### src/rtl/mac_seq_ctrl_if.sv
// Job, operand and result handshake bundle between the operand source and
// the MAC sequencer.
interface mac_seq_ctrl_if #(
    parameter int LEN_W = 4
) ();
    logic             start;
    logic [LEN_W-1:0] cfg_len;
    logic [15:0]      cfg_bias;
    logic             busy;
    logic             in_valid;
    logic             in_ready;
    logic [7:0]       in_a;
    logic [7:0]       in_b;
    logic             out_valid;
    logic             out_ready;
    logic [15:0]      out_data;
    logic             ovf;

    modport master (
        output start, cfg_len, cfg_bias, in_valid, in_a, in_b, out_ready,
        input  busy, in_ready, out_valid, out_data, ovf
    );

    modport slave (
        input  start, cfg_len, cfg_bias, in_valid, in_a, in_b, out_ready,
        output busy, in_ready, out_valid, out_data, ovf
    );
endinterface

### src/rtl/mac_seq_ctrl.sv
// MAC sequencer: primes the external MAC with a bias, streams operand pairs
// into it with the registered result fed back as addend, then holds the
// dot-product on a valid/ready result port.
module mac_seq_ctrl #(
    parameter int LEN_W = 4
) (
    input  logic          clk,
    input  logic          reset,
    mac_seq_ctrl_if.slave bus,
    output logic [7:0]    mac_a,
    output logic [7:0]    mac_b,
    output logic [15:0]   mac_c,
    input  logic [15:0]   mac_y
);
    typedef enum logic [1:0] {IDLE, RUN, DONE} state_t;

    state_t           state;
    logic [LEN_W-1:0] rem;
    logic             beat;
    logic             start_ok;
    logic [15:0]      prod;
    logic             carry;

    assign beat     = (state == RUN) && bus.in_valid;
    assign start_ok = reset && bus.start && (state == IDLE);

    // MAC input steering: clear, prime, accumulate or hold depending on state
    always_comb begin
        mac_a = '0;
        mac_b = '0;
        mac_c = '0;
        if (reset) begin
            case (state)
                IDLE: if (start_ok) mac_c = bus.cfg_bias;
                RUN: begin
                    mac_c = mac_y;
                    if (bus.in_valid) begin
                        mac_a = bus.in_a;
                        mac_b = bus.in_b;
                    end
                end
                DONE: mac_c = mac_y;
                default: ;
            endcase
        end
    end

    // Bit 16 of {1'b0,mac_y}+prod, expressed as a compare so no unused
    // low sum bits are produced: the sum carries iff mac_y > 0xFFFF - prod.
    always_comb begin
        prod  = {8'd0, mac_a} * {8'd0, mac_b};
        carry = (mac_y > (16'hFFFF - prod));
    end

    assign bus.out_data = bus.out_valid ? mac_y : '0;

    // Sequencer FSM with registered status outputs and sticky carry flag
    always_ff @(posedge clk) begin
        if (!reset) begin
            state         <= IDLE;
            rem           <= '0;
            bus.ovf       <= 1'b0;
            bus.busy      <= 1'b0;
            bus.in_ready  <= 1'b0;
            bus.out_valid <= 1'b0;
        end else begin
            case (state)
                IDLE: begin
                    if (start_ok) begin
                        bus.ovf  <= 1'b0;
                        bus.busy <= 1'b1;
                        if (bus.cfg_len == '0) begin
                            state         <= DONE;
                            bus.out_valid <= 1'b1;
                        end else begin
                            rem          <= bus.cfg_len;
                            state        <= RUN;
                            bus.in_ready <= 1'b1;
                        end
                    end
                end
                RUN: begin
                    if (beat) begin
                        rem <= rem - 1'b1;
                        if (carry) bus.ovf <= 1'b1;
                        if (rem == LEN_W'(1)) begin
                            state         <= DONE;
                            bus.in_ready  <= 1'b0;
                            bus.out_valid <= 1'b1;
                        end
                    end
                end
                DONE: begin
                    if (bus.out_ready) begin
                        state         <= IDLE;
                        bus.out_valid <= 1'b0;
                        bus.busy      <= 1'b0;
                    end
                end
                default: state <= IDLE;
            endcase
        end
    end
endmodule

### src/flat_wrapper.sv
// flat-port wrapper written by rule: the top's interface ports become plain ports
module mac_seq_ctrl_flat 
#(
    parameter int LEN_W = 4
)
  (clk, reset, mac_a, mac_b, mac_c, mac_y, bus_start, bus_cfg_len, bus_cfg_bias, bus_in_valid, bus_in_a, bus_in_b, bus_out_ready, bus_busy, bus_in_ready, bus_out_valid, bus_out_data, bus_ovf);
  mac_seq_ctrl_if #(.LEN_W(LEN_W)) bus_i ();
  input  logic clk;
  input  logic reset;
  output logic [7:0] mac_a;
  output logic [7:0] mac_b;
  output logic [15:0] mac_c;
  input  logic [15:0] mac_y;
  input wire logic [$bits(bus_i.start)-1:0] bus_start;
  input wire logic [$bits(bus_i.cfg_len)-1:0] bus_cfg_len;
  input wire logic [$bits(bus_i.cfg_bias)-1:0] bus_cfg_bias;
  input wire logic [$bits(bus_i.in_valid)-1:0] bus_in_valid;
  input wire logic [$bits(bus_i.in_a)-1:0] bus_in_a;
  input wire logic [$bits(bus_i.in_b)-1:0] bus_in_b;
  input wire logic [$bits(bus_i.out_ready)-1:0] bus_out_ready;
  output wire logic [$bits(bus_i.busy)-1:0] bus_busy;
  output wire logic [$bits(bus_i.in_ready)-1:0] bus_in_ready;
  output wire logic [$bits(bus_i.out_valid)-1:0] bus_out_valid;
  output wire logic [$bits(bus_i.out_data)-1:0] bus_out_data;
  output wire logic [$bits(bus_i.ovf)-1:0] bus_ovf;
  assign bus_i.start = bus_start;
  assign bus_i.cfg_len = bus_cfg_len;
  assign bus_i.cfg_bias = bus_cfg_bias;
  assign bus_i.in_valid = bus_in_valid;
  assign bus_i.in_a = bus_in_a;
  assign bus_i.in_b = bus_in_b;
  assign bus_i.out_ready = bus_out_ready;
  assign bus_busy = bus_i.busy;
  assign bus_in_ready = bus_i.in_ready;
  assign bus_out_valid = bus_i.out_valid;
  assign bus_out_data = bus_i.out_data;
  assign bus_ovf = bus_i.ovf;
  mac_seq_ctrl #(.LEN_W(LEN_W)) u_core (.clk(clk), .reset(reset), .bus(bus_i), .mac_a(mac_a), .mac_b(mac_b), .mac_c(mac_c), .mac_y(mac_y));
endmodule
### config.mk
export PLATFORM = sky130hd
export DESIGN_NAME = mac_seq_ctrl_flat
export DESIGN_NICKNAME = d
export VERILOG_FILES = /design/src/rtl/mac_seq_ctrl_if.sv /design/src/rtl/mac_seq_ctrl.sv /design/src/flat_wrapper.sv
export SDC_FILE = /design/constraint.sdc
export NUM_CORES = 1
export LEC_CHECK = 0
export CAP_MARGIN = 0
export CORE_UTILIZATION = 40
export CTS_CLUSTER_DIAMETER = 200
export CTS_CLUSTER_SIZE = 12
export DETAILED_ROUTE_END_ITERATION = 6
export PLACE_DENSITY = 0.7
export SLEW_MARGIN = 15
export SYNTH_ARGS = -nofsm -noshare
export SYNTH_HDL_FRONTEND = slang
export SYNTH_SLANG_ARGS = --single-unit
### constraint.sdc
create_clock -name clk -period 9.2 [get_ports clk]
set_input_delay 1.84 -clock clk [delete_from_list [all_inputs] [get_ports clk]]
set_output_delay 1.84 -clock clk [all_outputs]
set_load 0.01 [all_outputs]
==> flow_summary.json, run 1 <==
{
  "status": "finished, final reports clean",
  "finalSetupViolCount": 0,
  "min_path_type": "reg2reg",
  "p_total_mw": 0.539,
  "place_ws_ns": 0.672,
  "ys_top_cells_by_count": "inv_1 (62), ha_1 (57), nand2_1 (41), and3_1 (34), fa_1 (34)",
  "max_freq_ghz": 0.120,
  "end_kind": "register",
  "maxCapViolations": 0,
  "clk_path_buf_depth": 2,
  "htreeDepth": 1,
  "critPathRequiredTime_ns": 9.33,
  "globalplace.congestion": 0.876,
  "drive_above_1_share_pct": 2.67,
  "worstSetupStartpointType": "primary input",
  "grt_pass1_vias": 3860,
  "yosysWarnings": 0,
  "clk_pin_slew_ns": 0.05,
  "ys_seq_area_share_pct": 5.48,
  "finalHoldViolations": 0,
  "place_area_sq_um": 4780,
  "ys_async_sr_fraction_pct": 0,
  "intPower_mw": 0.293,
  "grt_usage_pct": 22.3,
  "avgRoutedWirePerCell_um": 15.8,
  "p_per_area_nw_per_um2": 112,
  "finClkSkew_ns": 0.00775,
  "synth_nets": 621,
  "synth_top_area_share_pct": 19.5,
  "io-pin-count": 109,
  "cp_max_fo": 33,
  "cp.arrival_ns": 8.45,
  "synth_top_area_cell": "ha_1",
  "startpoint": "reset",
  "hpwl_mm": 8.51,
  "die_y_um": 97.6,
  "min_period_over_period_pct": 90.4,
  "die_w_um": 97.6,
  "clkPwrFrac_pct": 10.5,
  "nNetsFinal": 710,
  "combPwrFrac_pct": 74.4,
  "numClockSinks": 10,
  "n_fill_cell": 813,
  "firstDrtPassIters": 4,
  "design_area_sq_um": 4830,
  "min_period_ns": 8.32,
  "tritoncts.num_buffers": 3,
  "setup.worst_path.class": "in2reg",
  "avgSynthCellArea_sq_um": 7.72,
  "path_cells": "clkdlybuf4s50_1, and3_1, and2_1, nand2_1, fa_1, fa_1, fa_1, inv_1, fa_1, inv_1, ha_1, nand2_1, nor2_1, nand4_1, a31oi_1, xnor2_1, ha_1, nand4_1, nor4_1, nor3_1, o221ai_1, nor2_1",
  "drv_slew": 0,
  "grt_pass1_wl_mm": 17.9,
  "grt_start_max_net_pins": 34,
  "vdd_drop_max_mv": 0.0619,
  "fin_util_pct": 55.1,
  "synth_edf_count": 0,
  "cts_setup_buffers": 0,
  "antenna_found_initial": 0,
  "max-slew-margin-rel_pct": 38.6,
  "synthCells": 473,
  "drtIter0Drc": 173,
  "max_stage_delay_ns": 0.82,
  "ys_types": 55,
  "wl_mm": 10.5,
  "initial_core_util_pct": 41.7,
  "use_met2_pct": 40.9,
  "rows": 34,
  "top_usage_layer": "met2",
  "drc": 0,
  "grt_use_met3_pct": 1.37,
  "synth.area.top_cells": "ha_1 (20%), fa_1 (19%), inv_1 (6.4%)",
  "cts_tree": "done",
  "coreArea_sq_um": 8760,
  "dieArea_sq_um": 9520,
  "p_seq_share_pct": 15.2,
  "dp_cells": 665,
  "antenna_cells": 0,
  "io_buffers": 108,
  "postLayoutSetupSlackWorst_ns": 0.880,
  "grt-ovfl-total": 0,
  "path_delay_family": "adder cells",
  "cts-root-buf": "clkbuf_8",
  "via_count": 3722,
  "worst_slew_pin_slew_ns": 0.921,
  "switching_share_pct": 45.6,
  "hold_slack_ns": 0.534,
  "r2r_slack_ns": 2.21,
  "leakage_nw": 2.22,
  "syn_area_sq_um": 3650,
  "rsz0062_at_grt": "false",
  "p_sw_mw": 0.246,
  "syn_to_final_growth_pct": 32.3,
  "finalNonFillerCells": 669,
  "grtUsageMet1_pct": 28.6,
  "timing.setup.tns_ns": 0,
  "ys.flop_type": "dfxtp_1",
  "insertion_delay_ns": 0.24,
  "r2r_start": "u_core.state[1]$_SDFFE_PN0P_",
  "cpMostUsedCell": "fa_1",
  "drtAntennaViolNets": 0,
  "synth_seq_cells": 10,
  "crit_slowest_cell": "and3_1",
  "crit_buf_inv": 3,
  "viasPerCell": 5.56,
  "synth_most_common_cell": "inv_1",
  "cts-hold-fix-buffers": 0,
  "min-delay-start": "u_core.bus.busy$_SDFFE_PN0P_",
  "cts_resized": 0
}
-- cells by family after synthesis --
family / count (synthesis) / share of synthesized area, %
simple gates: 176 / 25.0
flops: 10 / 5.48
mux: 2 / 0.548
fa+ha+maj: 91 / 38.2
compound gates: 92 / 17.9
xor+xnor: 14 / 3.36
buf+inv: 88 / 9.56
-- cell type report --
class | instances | area (sq um) | area share [%]
well taps | 108 | 135 | 2.80
multi-input cells | 375 | 3100 | 64.2
repair buffers | 109 | 1090 | 22.5
inverters | 63 | 250 | 5.18
flip-flops and latches | 10 | 200 | 4.14
clock buffers | 4 | 55.1 | 1.14
-- placed cells by master, fill, tap and decap left out, types with 3 or more instances in the layout --
cell type	n
xnor2_1	6
a22oi_1	19
a21o_1	7
a21boi_1	3
a21oi_1	23
nand2b_1	3
a31oi_1	3
and2_1	31
nor4_1	4
o21ai_0	3
o21ai_1	3
clkdlybuf4s50_1	108
nor3_1	3
or2_2	3
nand4_1	9
fa_1	34
ha_1	57
xor2_1	8
clkbuf_8	4
dfxtp_1	10
a31o_1	3
and3_1	34
inv_1	62
a211oi_1	3
nand3_1	8
nand2_1	41
nor2_1	33
-- power by group through the flow --
stage               clock, mW  combinational (mW)  sequential (mW)
floorplan                   0               0.244           0.0756
global placement            0               0.389           0.0816
detailed placement          0               0.398           0.0824
CTS                    0.0569               0.401           0.0817
global route           0.0594               0.444           0.0850
finish                 0.0565               0.401           0.0818
-- sequential cells by signal, summed over array words and instances (netlist names) --
name	count
u_core.rem	4
u_core.state	2
u_core.bus.busy	1
u_core.bus.in_ready	1
u_core.bus.out_valid	1
u_core.bus.ovf	1
-- final timing paths --
kind                                  end  depth (start not counted)
min          u_core.bus.busy$_SDFFE_PN0P_                          2
max reg2reg   u_core.bus.ovf$_SDFFE_PN0P_                         23
min reg2reg  u_core.bus.busy$_SDFFE_PN0P_                          2
max           u_core.bus.ovf$_SDFFE_PN0P_                         22
-- worst min-delay path: stages (launching register included) --
cell and delay, ns:
dfxtp_1 0.33, a21oi_1 0.12, nor2_1 0.04
-- metal layers --
metal  wire length (um)  vias to the layer above
met1               4530                     1793
met5                  0                        -
li1                   -                     1804
met4                158                        0
met3                456                       19
met2               5400                      106
(Power assumes the default switching activity.)
==> run 2: changes to the inputs <==
ABC_CLOCK_PERIOD_IN_PS = 9200   (was unset)
==> results of run 2 <==
No change in the layout: final DEF, timing and power equal those of run 1.
==> run 3: changes to the inputs <==
ABC_CLOCK_PERIOD_IN_PS = 10220   (was 9200)
clock period = 10.22 ns   (was 9.2 ns; I/O delays follow)
==> flow_summary.json, run 3 (synthesized netlist as in run 1, its figures left out) <==
{
  "status": "finished, final reports clean",
  "min_path_type": "reg2reg",
  "avgRoutedWirePerCell_um": 15.9,
  "setup.worst_path.class": "in2reg",
  "cp.arrival_ns": 8.45,
  "path_cells": "clkdlybuf4s50_1, and3_1, and2_2, nand2_1, fa_1, fa_1, fa_1, inv_1, fa_1, inv_1, ha_1, nand2_1, nor2_1, nand4_1, a31oi_1, xnor2_1, ha_1, nand4_1, nor4_1, nor3_1, o221ai_1, nor2_1",
  "syn_to_final_growth_pct": 32.5,
  "rows": 34,
  "max_freq_ghz": 0.120,
  "rsz0062_at_grt": "false",
  "cts-root-buf": "clkbuf_8",
  "finClkSkew_ns": 0.00179,
  "grt_start_max_net_pins": 28,
  "insertion_delay_ns": 0.24,
  "clk_pin_slew_ns": 0.05,
  "coreArea_sq_um": 8760,
  "max-slew-margin-rel_pct": 47.3,
  "globalplace.congestion": 0.845,
  "finalNonFillerCells": 670,
  "drv_slew": 0,
  "critPathCapture": "u_core.bus.ovf$_SDFFE_PN0P_",
  "path_delay_family": "adder cells",
  "finalHoldViolations": 0,
  "end_kind": "register",
  "n_fill_cell": 836,
  "startpoint": "reset",
  "r2r_start": "u_core.state[1]$_SDFFE_PN0P_",
  "clk_path_buf_depth": 2,
  "firstDrtPassIters": 5,
  "reg_top3": "u_core.rem (4), u_core.state (2)",
  "htreeDepth": 1,
  "final_cell_mix": "clkdlybuf4s50_1 (108), inv_1 (62), ha_1 (57), nand2_1 (41)",
  "r2r_slack_ns": 3.43,
  "timing.setup.tns_ns": 0,
  "crit_buf_inv": 3,
  "dieArea_sq_um": 9520,
  "cpMostUsedCell": "fa_1",
  "nNetsFinal": 711,
  "antenna_cells": 0,
  "cts_setup_buffers": 0,
  "leakage_nw": 2.23,
  "multiInputGateArea_sq_um": 3100,
  "viasPerCell": 5.62,
  "grt_pass1_wl_mm": 18.0,
  "p_per_area_nw_per_um2": 100,
  "grt_pass1_vias": 3840,
  "reg2regPathDepth": 23,
  "min_period_ns": 8.33,
  "drtIter0Drc": 213,
  "cp_max_fo": 27,
  "drc": 0,
  "grt_usage_pct": 22.6,
  "tritoncts.num_buffers": 3,
  "worst-path-stages": 22,
  "worstSetupStartpointType": "primary input",
  "r2r-end": "u_core.bus.ovf$_SDFFE_PN0P_",
  "antenna_found_initial": 0,
  "initial_core_util_pct": 41.7,
  "m1WireLength_mm": 4.49,
  "drive_above_1_share_pct": 2.85,
  "worst_slew_pin_slew_ns": 0.783,
  "vdd_drop_max_mv": 0.0525,
  "drtAntennaViolNets": 0,
  "io-pin-count": 109,
  "wl_met2_mm": 5.59,
  "finalSetupViolCount": 0,
  "io_buffers": 108,
  "die_y_um": 97.6,
  "met3_length_um": 413,
  "top_register": "u_core.rem",
  "cts_tree": "done",
  "via_count": 3765,
  "regArea_sq_um": 200,
  "largest_register_ffs": 4,
  "max_stage_delay_ns": 0.66,
  "highest_layer": "met4",
  "cts-hold-fix-buffers": 0,
  "critPathRequiredTime_ns": 10.34,
  "maxCapViolations": 0,
  "wl_mm": 10.6,
  "crit_slowest_cell": "and3_1",
  "min_period_over_period_pct": 81.5,
  "layout_commonest_cell": "clkdlybuf4s50_1",
  "die_w_um": 97.6,
  "dp_cells": 666,
  "grt-ovfl-total": 0,
  "cts_resized": 0,
  "hpwl_mm": 8.74,
  "numClockSinks": 10
}
## run 3: cell types whose count changed in the layout (fill, tap and decap cells not counted), sizes merged
cell	before	now
buf	1	2
## run 3: per-layer routing
metal / vias to the layer above / track usage, %
li1: 1807 / -
met1: 1834 / 29.3
met2: 104 / 41.4
met3: 20 / 1.15
met4: 0 / 4.19
met5: - / 0
## run 3: worst min-delay path by stage
stage | from | endpoint | cells past startpoint | slack (ns)
global placement | u_core.rem[1]$_SDFFE_PN0P_ | u_core.rem[1]$_SDFFE_PN0P_ | 2 | 0.51
CTS | u_core.bus.busy$_SDFFE_PN0P_ | u_core.bus.busy$_SDFFE_PN0P_ | 2 | 0.52
finish | u_core.bus.busy$_SDFFE_PN0P_ | u_core.bus.busy$_SDFFE_PN0P_ | 2 | 0.51
detailed placement | u_core.bus.busy$_SDFFE_PN0P_ | u_core.bus.busy$_SDFFE_PN0P_ | 2 | 0.51
global route | u_core.bus.busy$_SDFFE_PN0P_ | u_core.bus.busy$_SDFFE_PN0P_ | 2 | 0.55
floorplan | u_core.rem[1]$_SDFFE_PN0P_ | u_core.rem[1]$_SDFFE_PN0P_ | 2 | 0.48
## run 3: final cells by class
type	count	share of cell area [%]
Clock buffer	4	1.14
Inverter	63	5.17
Multi-Input combinational cell	375	64.1
Sequential cell	10	4.14
Tap cell	108	2.79
Timing Repair Buffer	110	22.6
## run 3: per-stage QoR
step                      utilization, %  power (mW)  instance area (sq um)  hold slack (ns)  setup WS, ns
after floorplan                        -       0.288                   3650            0.484          2.56
after global placement              54.6       0.424                   4780            0.510          1.83
after detailed placement            54.6       0.433                   4780            0.508          1.66
after CTS                           55.2       0.485                   4840            0.518          1.91
after global routing                55.2       0.526                   4840            0.547          1.28
final                               55.2       0.485                   4840            0.514          1.89
## run 3: where the power goes
part,total (mW),internal (mW),switching [mW]
Sequential,0.0734,0.0536,0.0198
Clock,0.0498,0.0339,0.0159
Combinational,0.362,0.177,0.185
## run 3: worst min-delay path, cell delays in order (launching register included)
cell	delay, ns
dfxtp_1	0.34
a21oi_1	0.07
nor2_1	0.07
